===== config.mk =====
export PLATFORM = sky130hd
export DESIGN_NAME = gshare_branch_predictor_flat
export DESIGN_NICKNAME = d
export VERILOG_FILES = /design/src/rtl/bp_pkg.sv /design/src/rtl/gshare_branch_predictor_if.sv /design/src/rtl/bp_table.sv /design/src/rtl/gshare_branch_predictor.sv /design/src/flat_wrapper.sv
export SDC_FILE = /design/constraint.sdc
export NUM_CORES = 1
export LEC_CHECK = 0
export BUFFER_PORTS_ARGS = -buffer_cell sky130_fd_sc_hd__clkbuf_2
export CORE_ASPECT_RATIO = 1.75
export CORE_UTILIZATION = 61
export CTS_CLUSTER_DIAMETER = 60
export DETAILED_ROUTE_END_ITERATION = 6
export PLACE_DENSITY = 0.88
export SLEW_MARGIN = 10
export SYNTH_ARGS = -nofsm -noshare
export SYNTH_HDL_FRONTEND = slang
export SYNTH_SLANG_ARGS = --single-unit

===== constraint.sdc =====
create_clock -name clk -period 4.6 [get_ports clk]
set_input_delay 0.46 -clock clk [delete_from_list [all_inputs] [get_ports clk]]
set_output_delay 0.46 -clock clk [all_outputs]
set_load 0.02 [all_outputs]

===== src/rtl/bp_pkg.sv =====
// Shared types and helpers for the gshare branch predictor: 2-bit counter
// encodings, saturating counter arithmetic and the default BTB entry layout.
package bp_pkg;

  typedef enum logic [1:0] {
    SNT = 2'b00,
    WNT = 2'b01,
    WT  = 2'b10,
    ST  = 2'b11
  } cnt_t;

  localparam int BP_TAG_W  = 4;
  localparam int BP_ADDR_W = 16;

  // BTB entry at the default configuration; the top rebuilds the same layout
  // from its own parameters so non-default sizes stay consistent.
  typedef struct packed {
    logic                 valid;
    logic [BP_TAG_W-1:0]  tag;
    logic [BP_ADDR_W-1:0] target;
  } btb_entry_t;

  function automatic cnt_t sat_inc(cnt_t c);
    return (c == ST) ? ST : cnt_t'(c + 2'd1);
  endfunction

  function automatic cnt_t sat_dec(cnt_t c);
    return (c == SNT) ? SNT : cnt_t'(c - 2'd1);
  endfunction

endpackage


===== src/rtl/gshare_branch_predictor_if.sv =====
// Fetch lookup / ID update bundle between the pipeline and the predictor.
interface gshare_branch_predictor_if #(
  parameter int HIST_W = 4,
  parameter int ADDR_W = 16
);
  logic              enable;
  logic [ADDR_W-1:0] PC_curr;
  logic [ADDR_W-1:0] IF_ID_PC_curr;
  logic [HIST_W-1:0] IF_ID_ghr;
  logic [1:0]        IF_ID_prediction;
  logic              wen_BHT;
  logic              wen_BTB;
  logic              actual_taken;
  logic [ADDR_W-1:0] actual_target;
  logic [1:0]        prediction;
  logic              predicted_taken;
  logic [ADDR_W-1:0] predicted_target;
  logic              btb_hit;
  logic [HIST_W-1:0] ghr;
  logic [15:0]       mispredict_cnt;

  modport master (
    output enable, PC_curr, IF_ID_PC_curr, IF_ID_ghr, IF_ID_prediction,
           wen_BHT, wen_BTB, actual_taken, actual_target,
    input  prediction, predicted_taken, predicted_target, btb_hit, ghr,
           mispredict_cnt
  );

  modport slave (
    input  enable, PC_curr, IF_ID_PC_curr, IF_ID_ghr, IF_ID_prediction,
           wen_BHT, wen_BTB, actual_taken, actual_target,
    output prediction, predicted_taken, predicted_target, btb_hit, ghr,
           mispredict_cnt
  );
endinterface


===== src/rtl/bp_table.sv =====
// Small register-file RAM: N_RD async read ports, one sync write port,
// synchronous reset of every word to RST_VAL.
module bp_table #(
  parameter int             W       = 2,
  parameter int             DEPTH_W = 4,
  parameter int             N_RD    = 1,
  parameter logic [W-1:0]   RST_VAL = '0
) (
  input  logic                            clk,
  input  logic                            rst,
  input  logic [N_RD-1:0][DEPTH_W-1:0]    raddr,
  output logic [N_RD-1:0][W-1:0]          rdata,
  input  logic                            we,
  input  logic [DEPTH_W-1:0]              waddr,
  input  logic [W-1:0]                    wdata
);
  logic [W-1:0] mem [2**DEPTH_W];

  // Reset clears the whole array and outranks any write in the same cycle.
  always_ff @(posedge clk) begin
    if (rst) begin
      for (int i = 0; i < 2**DEPTH_W; i++) mem[i] <= RST_VAL;
    end else if (we) begin
      mem[waddr] <= wdata;
    end
  end

  for (genvar r = 0; r < N_RD; r++) begin : g_rd
    assign rdata[r] = mem[raddr[r]];
  end
endmodule


===== src/rtl/gshare_branch_predictor.sv =====
// Fetch-stage gshare predictor: PC^GHR indexed 2-bit counters plus a tagged
// BTB. Lookup is combinational; updates from ID land on the next posedge.
module gshare_branch_predictor
  import bp_pkg::*;
#(
  parameter int         IDX_W   = 4,
  parameter int         HIST_W  = 4,
  parameter int         TAG_W   = 4,
  parameter int         ADDR_W  = 16,
  parameter logic [1:0] CNT_RST = 2'b00
) (
  input logic                   clk,
  input logic                   rst,
  gshare_branch_predictor_if.slave bp
);
  typedef struct packed {
    logic              valid;
    logic [TAG_W-1:0]  tag;
    logic [ADDR_W-1:0] target;
  } btb_ent_t;
  localparam int BTB_W = $bits(btb_ent_t);

  logic [HIST_W-1:0] ghr_q, ghr_nxt;
  logic [15:0]       mcnt_q;

  logic [IDX_W-1:0]  idx_f, idx_u;
  logic [TAG_W-1:0]  tag_f, tag_u;
  logic [1:0][1:0]   cnt_rd;
  logic [0:0][BTB_W-1:0] btb_rd;
  btb_ent_t          ent_f, ent_w;
  cnt_t              cnt_u, cnt_nxt;
  logic              hit, mispredict;

  // Shift one outcome into a history; truncation drops the oldest bit and
  // degenerates to just the new bit when HIST_W is 1.
  function automatic logic [HIST_W-1:0] shift_in(logic [HIST_W-1:0] h, logic b);
    return HIST_W'({h, b});
  endfunction

  assign idx_f = bp.PC_curr[IDX_W:1] ^ IDX_W'(ghr_q);
  assign tag_f = bp.PC_curr[IDX_W+TAG_W:IDX_W+1];
  assign idx_u = bp.IF_ID_PC_curr[IDX_W:1] ^ IDX_W'(bp.IF_ID_ghr);
  assign tag_u = bp.IF_ID_PC_curr[IDX_W+TAG_W:IDX_W+1];

  // Port 0 serves fetch, port 1 reads the live counter for the update RMW.
  bp_table #(.W(2), .DEPTH_W(IDX_W), .N_RD(2), .RST_VAL(CNT_RST)) u_bht (
    .clk(clk), .rst(rst), .raddr({idx_u, idx_f}), .rdata(cnt_rd),
    .we(bp.wen_BHT), .waddr(idx_u), .wdata(cnt_nxt)
  );

  bp_table #(.W(BTB_W), .DEPTH_W(IDX_W), .N_RD(1), .RST_VAL('0)) u_btb (
    .clk(clk), .rst(rst), .raddr(idx_f), .rdata(btb_rd),
    .we(bp.wen_BTB & bp.actual_taken), .waddr(idx_u), .wdata(ent_w)
  );

  assign ent_f   = btb_ent_t'(btb_rd[0]);
  assign ent_w   = '{valid: 1'b1, tag: tag_u, target: bp.actual_target};
  assign cnt_u   = cnt_t'(cnt_rd[1]);
  assign cnt_nxt = bp.actual_taken ? sat_inc(cnt_u) : sat_dec(cnt_u);

  assign hit                  = ent_f.valid && (ent_f.tag == tag_f);
  assign bp.btb_hit           = hit;
  assign bp.prediction        = cnt_rd[0];
  assign bp.predicted_taken   = cnt_rd[0][1] & hit;
  assign bp.predicted_target  = hit ? ent_f.target : '0;
  assign bp.ghr               = ghr_q;
  assign bp.mispredict_cnt    = mcnt_q;

  assign mispredict = bp.wen_BHT & (bp.IF_ID_prediction[1] != bp.actual_taken);

  // Repair from the ID snapshot beats the speculative fetch shift.
  always_comb begin
    ghr_nxt = ghr_q;
    if (mispredict)
      ghr_nxt = shift_in(bp.IF_ID_ghr, bp.actual_taken);
    else if (bp.enable && hit)
      ghr_nxt = shift_in(ghr_q, bp.predicted_taken);
  end

  // History register and saturating mispredict counter.
  always_ff @(posedge clk) begin
    if (rst) begin
      ghr_q  <= '0;
      mcnt_q <= '0;
    end else begin
      ghr_q <= ghr_nxt;
      if (mispredict && mcnt_q != 16'hFFFF) mcnt_q <= mcnt_q + 16'd1;
    end
  end

  // PC bits outside the index/tag fields carry no information here.
  logic unused_pc;
  assign unused_pc = ^{bp.PC_curr[ADDR_W-1:IDX_W+TAG_W+1], bp.PC_curr[0],
                       bp.IF_ID_PC_curr[ADDR_W-1:IDX_W+TAG_W+1],
                       bp.IF_ID_PC_curr[0], bp.IF_ID_prediction[0]};
endmodule

===== src/flat_wrapper.sv =====
// flat-port wrapper written by rule: the top's interface ports become plain ports
module gshare_branch_predictor_flat import bp_pkg::*;
#(
  parameter int         IDX_W   = 4,
  parameter int         HIST_W  = 4,
  parameter int         TAG_W   = 4,
  parameter int         ADDR_W  = 16,
  parameter logic [1:0] CNT_RST = 2'b00
)
  (clk, rst, bp_enable, bp_PC_curr, bp_IF_ID_PC_curr, bp_IF_ID_ghr, bp_IF_ID_prediction, bp_wen_BHT, bp_wen_BTB, bp_actual_taken, bp_actual_target, bp_prediction, bp_predicted_taken, bp_predicted_target, bp_btb_hit, bp_ghr, bp_mispredict_cnt);
  gshare_branch_predictor_if #(.HIST_W(HIST_W), .ADDR_W(ADDR_W)) bp_i ();
  input logic clk;
  input logic rst;
  input wire logic [$bits(bp_i.enable)-1:0] bp_enable;
  input wire logic [$bits(bp_i.PC_curr)-1:0] bp_PC_curr;
  input wire logic [$bits(bp_i.IF_ID_PC_curr)-1:0] bp_IF_ID_PC_curr;
  input wire logic [$bits(bp_i.IF_ID_ghr)-1:0] bp_IF_ID_ghr;
  input wire logic [$bits(bp_i.IF_ID_prediction)-1:0] bp_IF_ID_prediction;
  input wire logic [$bits(bp_i.wen_BHT)-1:0] bp_wen_BHT;
  input wire logic [$bits(bp_i.wen_BTB)-1:0] bp_wen_BTB;
  input wire logic [$bits(bp_i.actual_taken)-1:0] bp_actual_taken;
  input wire logic [$bits(bp_i.actual_target)-1:0] bp_actual_target;
  output wire logic [$bits(bp_i.prediction)-1:0] bp_prediction;
  output wire logic [$bits(bp_i.predicted_taken)-1:0] bp_predicted_taken;
  output wire logic [$bits(bp_i.predicted_target)-1:0] bp_predicted_target;
  output wire logic [$bits(bp_i.btb_hit)-1:0] bp_btb_hit;
  output wire logic [$bits(bp_i.ghr)-1:0] bp_ghr;
  output wire logic [$bits(bp_i.mispredict_cnt)-1:0] bp_mispredict_cnt;
  assign bp_i.enable = bp_enable;
  assign bp_i.PC_curr = bp_PC_curr;
  assign bp_i.IF_ID_PC_curr = bp_IF_ID_PC_curr;
  assign bp_i.IF_ID_ghr = bp_IF_ID_ghr;
  assign bp_i.IF_ID_prediction = bp_IF_ID_prediction;
  assign bp_i.wen_BHT = bp_wen_BHT;
  assign bp_i.wen_BTB = bp_wen_BTB;
  assign bp_i.actual_taken = bp_actual_taken;
  assign bp_i.actual_target = bp_actual_target;
  assign bp_prediction = bp_i.prediction;
  assign bp_predicted_taken = bp_i.predicted_taken;
  assign bp_predicted_target = bp_i.predicted_target;
  assign bp_btb_hit = bp_i.btb_hit;
  assign bp_ghr = bp_i.ghr;
  assign bp_mispredict_cnt = bp_i.mispredict_cnt;
  gshare_branch_predictor #(.IDX_W(IDX_W), .HIST_W(HIST_W), .TAG_W(TAG_W), .ADDR_W(ADDR_W), .CNT_RST(CNT_RST)) u_core (.clk(clk), .rst(rst), .bp(bp_i));
endmodule

After elaboration in Yosys (flattened, before gate mapping) --
Memory sizes are Yosys's and may differ from the RTL's. Cells that the tools add are included.
Word-level totals: bits in read-only memories 0, bits in writable memories 368, word-level logic and storage cells 43, memories 2, latch bits 0, bits in registers 20
Memory list:
- u_core.u_btb.mem | depth 16, bits a word 21, rd ports 1, clocked after Yosys merged registers in 0, wr ports 16, RTL line bp_table.sv:17 | logic [W-1:0] mem [2**DEPTH_W];
- u_core.u_bht.mem | depth 16, bits a word 2, rd ports 2, clocked after Yosys merged registers in 0, wr ports 16, RTL line bp_table.sv:17
Cells by class: bitwise operators 5, multiplexer cells 20, reduce and logical (&&, ||, !) cells 7, add/sub/neg operators 3, shift-type cells 0, equality and inequality tests 4, multiply operators 0, order comparisons 0, div/mod/pow operators 0
Operators by type and width (count):
- two-way mux 21 bit | 1
- OR reduction 21 bit | 1
- adder 16 x 1 -> 16 bit, second input constant | 1
- two-way mux 16 bit | 1
- two-way mux 4 bit | 4
- != test 16 bit, second input constant | 1
- two-way mux 1 bit | 10
- two-way mux 2 bit | 4
- bitwise XOR 4 bit | 2
- equality test 4 bit | 1
- AND 1 bit | 3
- logical AND 1 bit | 3
- adder 2 x 1 -> 2 bit, second input constant | 1
- equality test 2 bit, second input constant | 1
- zero test 2 bit | 1
- nonzero test 2 bit | 1
- OR reduction 2 bit | 1
- subtractor 2 x 1 -> 2 bit, second input constant | 1
- != test 1 bit | 1

Depth between registers and ports, before layout --
An unclocked memory read counts as a cell.
depth in word-level cells 7, depth in mapped cells 12, gate-level depth less buffers 9

By module --
From an unflattened synthesis, not the netlist that was laid out.
Second synthesis, totals: cells, all modules 1256, area, all modules 18381.4 um^2
By module, submodules not included:
- bp_table (u_core.u_btb) | instances 1, area an instance 15102.0 um^2, cells each 943
- bp_table (u_core.u_bht) | instances 1, area an instance 1960.6 um^2, cells each 149
- gshare_branch_predictor | instances 1, area an instance 1318.8 um^2, cells each 164

Worst setup path before layout --
Ideal clock, no wire load.
path type register to output, start point register u_core.ghr_q[0] (netlist: u_core.bp.ghr[0]), end point output bp_predicted_target[0], path slack 0.923 ns, arrival time 3.217 ns, cell stages (with the launch flop) 10, path buffers 5, data required time 4.140 ns, cells stage by stage dfxtp_1 xor2_2 buf_6 buf_12 buf_2 buf_2 buf_2 mux4_2 mux4_2 nor2b_1
On the way: word-level cells in the longest chain between the ends 5
RTL lines:
- start: declaration | RTL line gshare_branch_predictor.sv:23 | logic [HIST_W-1:0] ghr_q, ghr_nxt;
- start signal: assignment | RTL line gshare_branch_predictor.sv:86 | ghr_q <= ghr_nxt;
- bitwise XOR 4 bit (*) | RTL line gshare_branch_predictor.sv:40 | assign idx_f = bp.PC_curr[IDX_W:1] ^ IDX_W'(ghr_q);
- memory (16 x 21 bit) (*)
- equality test 4 bit | RTL line gshare_branch_predictor.sv:61 | assign hit = ent_f.valid && (ent_f.tag == tag_f);
- logical AND 1 bit | RTL line gshare_branch_predictor.sv:61
- two-way mux 16 bit (*) | RTL line gshare_branch_predictor.sv:65 | assign bp.predicted_target = hit ? ent_f.target : '0;
- end: declaration | RTL line flat_wrapper.sv:25 | output wire logic [$bits(bp_i.predicted_target)-1:0] bp_predicted_target;
Mark *: on every way between the ends. The rest lies on a longest branch, timed or not.

Worst setup path in the final report --
start point register u_core.ghr_q[0] (netlist: u_core.bp.ghr[0]), end point output bp_predicted_target[10]
Same word-level chain as after synthesis.

==> out/metrics.csv <==
stage,metric,value,unit
routing,drt wl/cell,27.3,µm
yosys,"EDFF count, synth",352,
yosys,Yosys Warn Count,0,
flow_run,max-capacitance violation count,0,
timing,final worst clock skew,0.0200,ns
global_routing,vias in the first global route,11989,
setup_path,"slowest stage cell, crit path",a311oi_1,
finish,Syn-to-layout area delta,11.7,%
timing,final hold vios,0,
setup_path,Critical Path Max Stage Delay,0.64,ns
setup_path,CP endpoint kind,output pin,
floorplan,Core ar.,0.0292,mm²
yosys,Post-Syn Nets,1287,
clock_tree,"Reg clk slew, reported paths",0.07,ns
routing,drt pass-1 iters,5,
setup_path,CP startpoint kind,register,
clock_tree,Bufs on Longest Clock Path,3,
yosys,Post-Synth XOR/XNOR Area,1.69,%
clock_tree,H-tree depth,2,
clock_tree,CTS tree,yes,
yosys,main combinational cell family by area after synthesis,simple AND/OR/NAND/NOR gates,
timing,"Slew Viols, Final",0,
placed_design,GPL Wtd Cong,0.832,
timing,crit path time final,4.28,ns
setup_path,worst-path cell chain,xor2_4 > buf_12 > mux4_1 > xor2_1 > nor3_1 > a311oi_1 > nand3b_1 > buf_4 > nor2b_1 > clkbuf_2,
clock_tree,CTS root buf,clkbuf_16,
power,Worst VDD drop,0.317,mV
power,Lkg Pwr,0.00740,µW
finish,register area,0.0113,mm²
global_routing,Total GRT Usage,32.2,%
routing,Final ANT Viol Nets,0,
yosys,adder-cell share of the synthesized area,0.180,%
timing,crit share post-route,93.0,%
timing,Slew headroom,31.3,%
setup_path,crit path kind,reg -> out,
routing,iteration-0 DRC count of the detailed router,1407,
floorplan,Initial Utilization,61.9,%
yosys,cell taking the most area after synthesis,edfxtp_1,
floorplan,Core Rows,83,
global_routing,initial antenna violation count,2,
clock_tree,worst-skew pair later-pin latency,0.54,ns
floorplan,num ports,100,
finish,FILL cells,1803,
timing,RSZ-0062 raised after global routing,no,
clock_tree,post-cts resize count,0,
finish,layout cell share with drive strength beyond 1,22.9,%
global_routing,gr ovfl total,0,
setup_path,CP arrival,3.82,ns
timing,# setup viols final,0,
clock_tree,post-CTS setup buffers,0,
yosys,Simple-Gate Fraction of Synth Area,15.8,%
routing,routed vias,11107,
finish,final net count,1368,
yosys,Mapped Area,0.0181,mm²
routing,drt total wl,46800,µm
yosys,complex-gate fraction of the synthesized area,2.38,%
yosys,cells after synthesis,1226,
floorplan,Die W,132,µm
min_path,Hold/Removal Path Class,in -> reg,
placed_design,Port Buffer Count,82,
clock_tree,CTS Sinks,388,
routing,vias per cell,6.48,
yosys,Async SR Flop Fraction,0,%
setup_path,Top delay family on crit path,buffers and inverters,
yosys,sequential area share after synthesis,62.5,%
yosys,"FF+latch count, synth",388,
setup_path,Buf/Inv on CP,3,
routing,DRC Markers,0,
setup_path,Required @ worst endpoint,4.14,ns
outcome,status,finished clean,
finish,post-layout util,69.1,%
clock_tree,hold buffers post-CTS,0,
yosys,Synth area leaders,"edfxtp_1 59%, mux4_2 13%, and2_1 11%",
power,PwrDens,393,mW/mm²
floorplan,Die Height,230,µm
global_routing,pin count of the biggest net entering global routing,55,
placed_design,pre-CTS setup slack,0.858,ns
yosys,"Distinct cells, synth",49,
clock_tree,CTS buffer count,35,
floorplan,Die ar.,0.0303,mm²
global_routing,first-pass GRT wire length,70200,µm
finish,multi-input logic area,0.00649,mm²
placed_design,DPL Wire Length,28900,µm
yosys,post-synthesis area per instance,14.7,µm²
setup_path,Worst Path Max Fanout,54,
timing,Worst-Margin Slew,1.03,ns
yosys,post-synth top area share,58.6,%
timing,fmax,234,MHz
timing,total negative slack,0,ns
yosys,top_reg_cell synth,edfxtp_1,
timing,final worst slack,0.324,ns
yosys,multiplexer share of the synthesized area,15.2,%
[final cells by class]
type	instances	area share [%]
flip-flops and latches	388	56.0
clock inverters	17	0.602
inverters	7	0.130
clock buffers	44	4.72
well taps	382	2.37
repair buffers	133	4.00
multi-input cells	742	32.2
diodes	1	0.0124
[stage by stage]
stage          power, µW  cells  area (µm²)  hold WS (ns)
6_report            7920   1714       20200         0.349
5_1_grt             8110   1714       20200         0.344
4_1_cts             7920   1713       20200         0.340
3_5_place_dp        5190   1652       19100         0.440
3_3_place_gp        5150   1652       19100         0.428
2_1_floorplan       4840   1226       18100         0.419
[worst register-to-register path, delay by kind of cell (launching register included)]
| family | cells | cell delay (ns) |
|---|---|---|
| AOI/OAI and AO/OA | 3 | 0.67 |
| buffers and inverters | 1 | 0.30 |
| muxes | 1 | 0.25 |
| xor gates and xnor gates | 1 | 0.58 |
| and+or+nand+nor | 3 | 1.09 |
| DFF | 1 | 0.54 |
[per-layer routing]
metal	global-route usage, %	vias up	wire (µm)
li1	-	4645	-
met1	34.1	5495	14400
met2	56.9	748	24900
met3	6.71	217	4260
met4	22.8	2	3230
met5	0	-	15
[cells in the final DEF, fill, tap and decap left out, types with 13 or more instances in the layout]
cell | Yosys | final
clkbuf_16 | 0 | 36
edfxtp_1 | 352 | 352
buf_4 | 0 | 50
mux4_2 | 102 | 102
nor2_1 | 89 | 89
a21o_1 | 17 | 17
clkbuf_2 | 0 | 82
nand2_1 | 53 | 53
dfxtp_1 | 36 | 36
mux2i_1 | 14 | 14
o21ai_2 | 0 | 16
nand3_1 | 13 | 13
xor2_1 | 21 | 19
and2_1 | 321 | 321
nor2b_1 | 18 | 18
[cell usage after synthesis, types with 14 or more instances]
cell type	instances
edfxtp_1	352
dfxtp_1	36
nor2_1	89
a21o_1	17
xor2_1	21
nand2_1	53
mux4_2	102
and2_1	321
clkbuf_1	75
nor2b_1	18
mux2i_1	14
o21ai_0	21
[logic make-up (layout without fill, tap and decap cells)]
logic type,after synthesis,count (layout)
compound gates,63,63
xor+xnor,34,34
other cells,0,1
mux,128,128
simple gates,514,514
fa+ha+maj,3,3
flops,388,388
buf+inv,96,201
[worst paths after layout]
check / from / end / slack, ns / cells after the start
max: u_core.bp.ghr[0] / bp_predicted_target[10] / 0.32 / 10
min: bp_IF_ID_ghr[2] / u_core.bp.ghr[3] / 0.35 / 3
max reg2reg: u_core.bp.ghr[1] / u_core.bp.ghr[3] / 1.09 / 9
min reg2reg: u_core.u_btb.mem[2][20] / u_core.u_btb.mem[2][20] / 0.46 / 1
[sequential cells by signal, summed over array words and instances (netlist names)]
name	flops
u_core.u_bht.mem	32
u_core.bp.mispredict_cnt	16
u_core.bp.ghr	4
u_core.u_btb.mem	336
[power by group]
group	internal, µW	switching [µW]
Combinational	456	585
Clock	1530	1260
Sequential	4020	71.5
Total	6010	1910
Note: power is estimated with default switching activity, not from simulation.
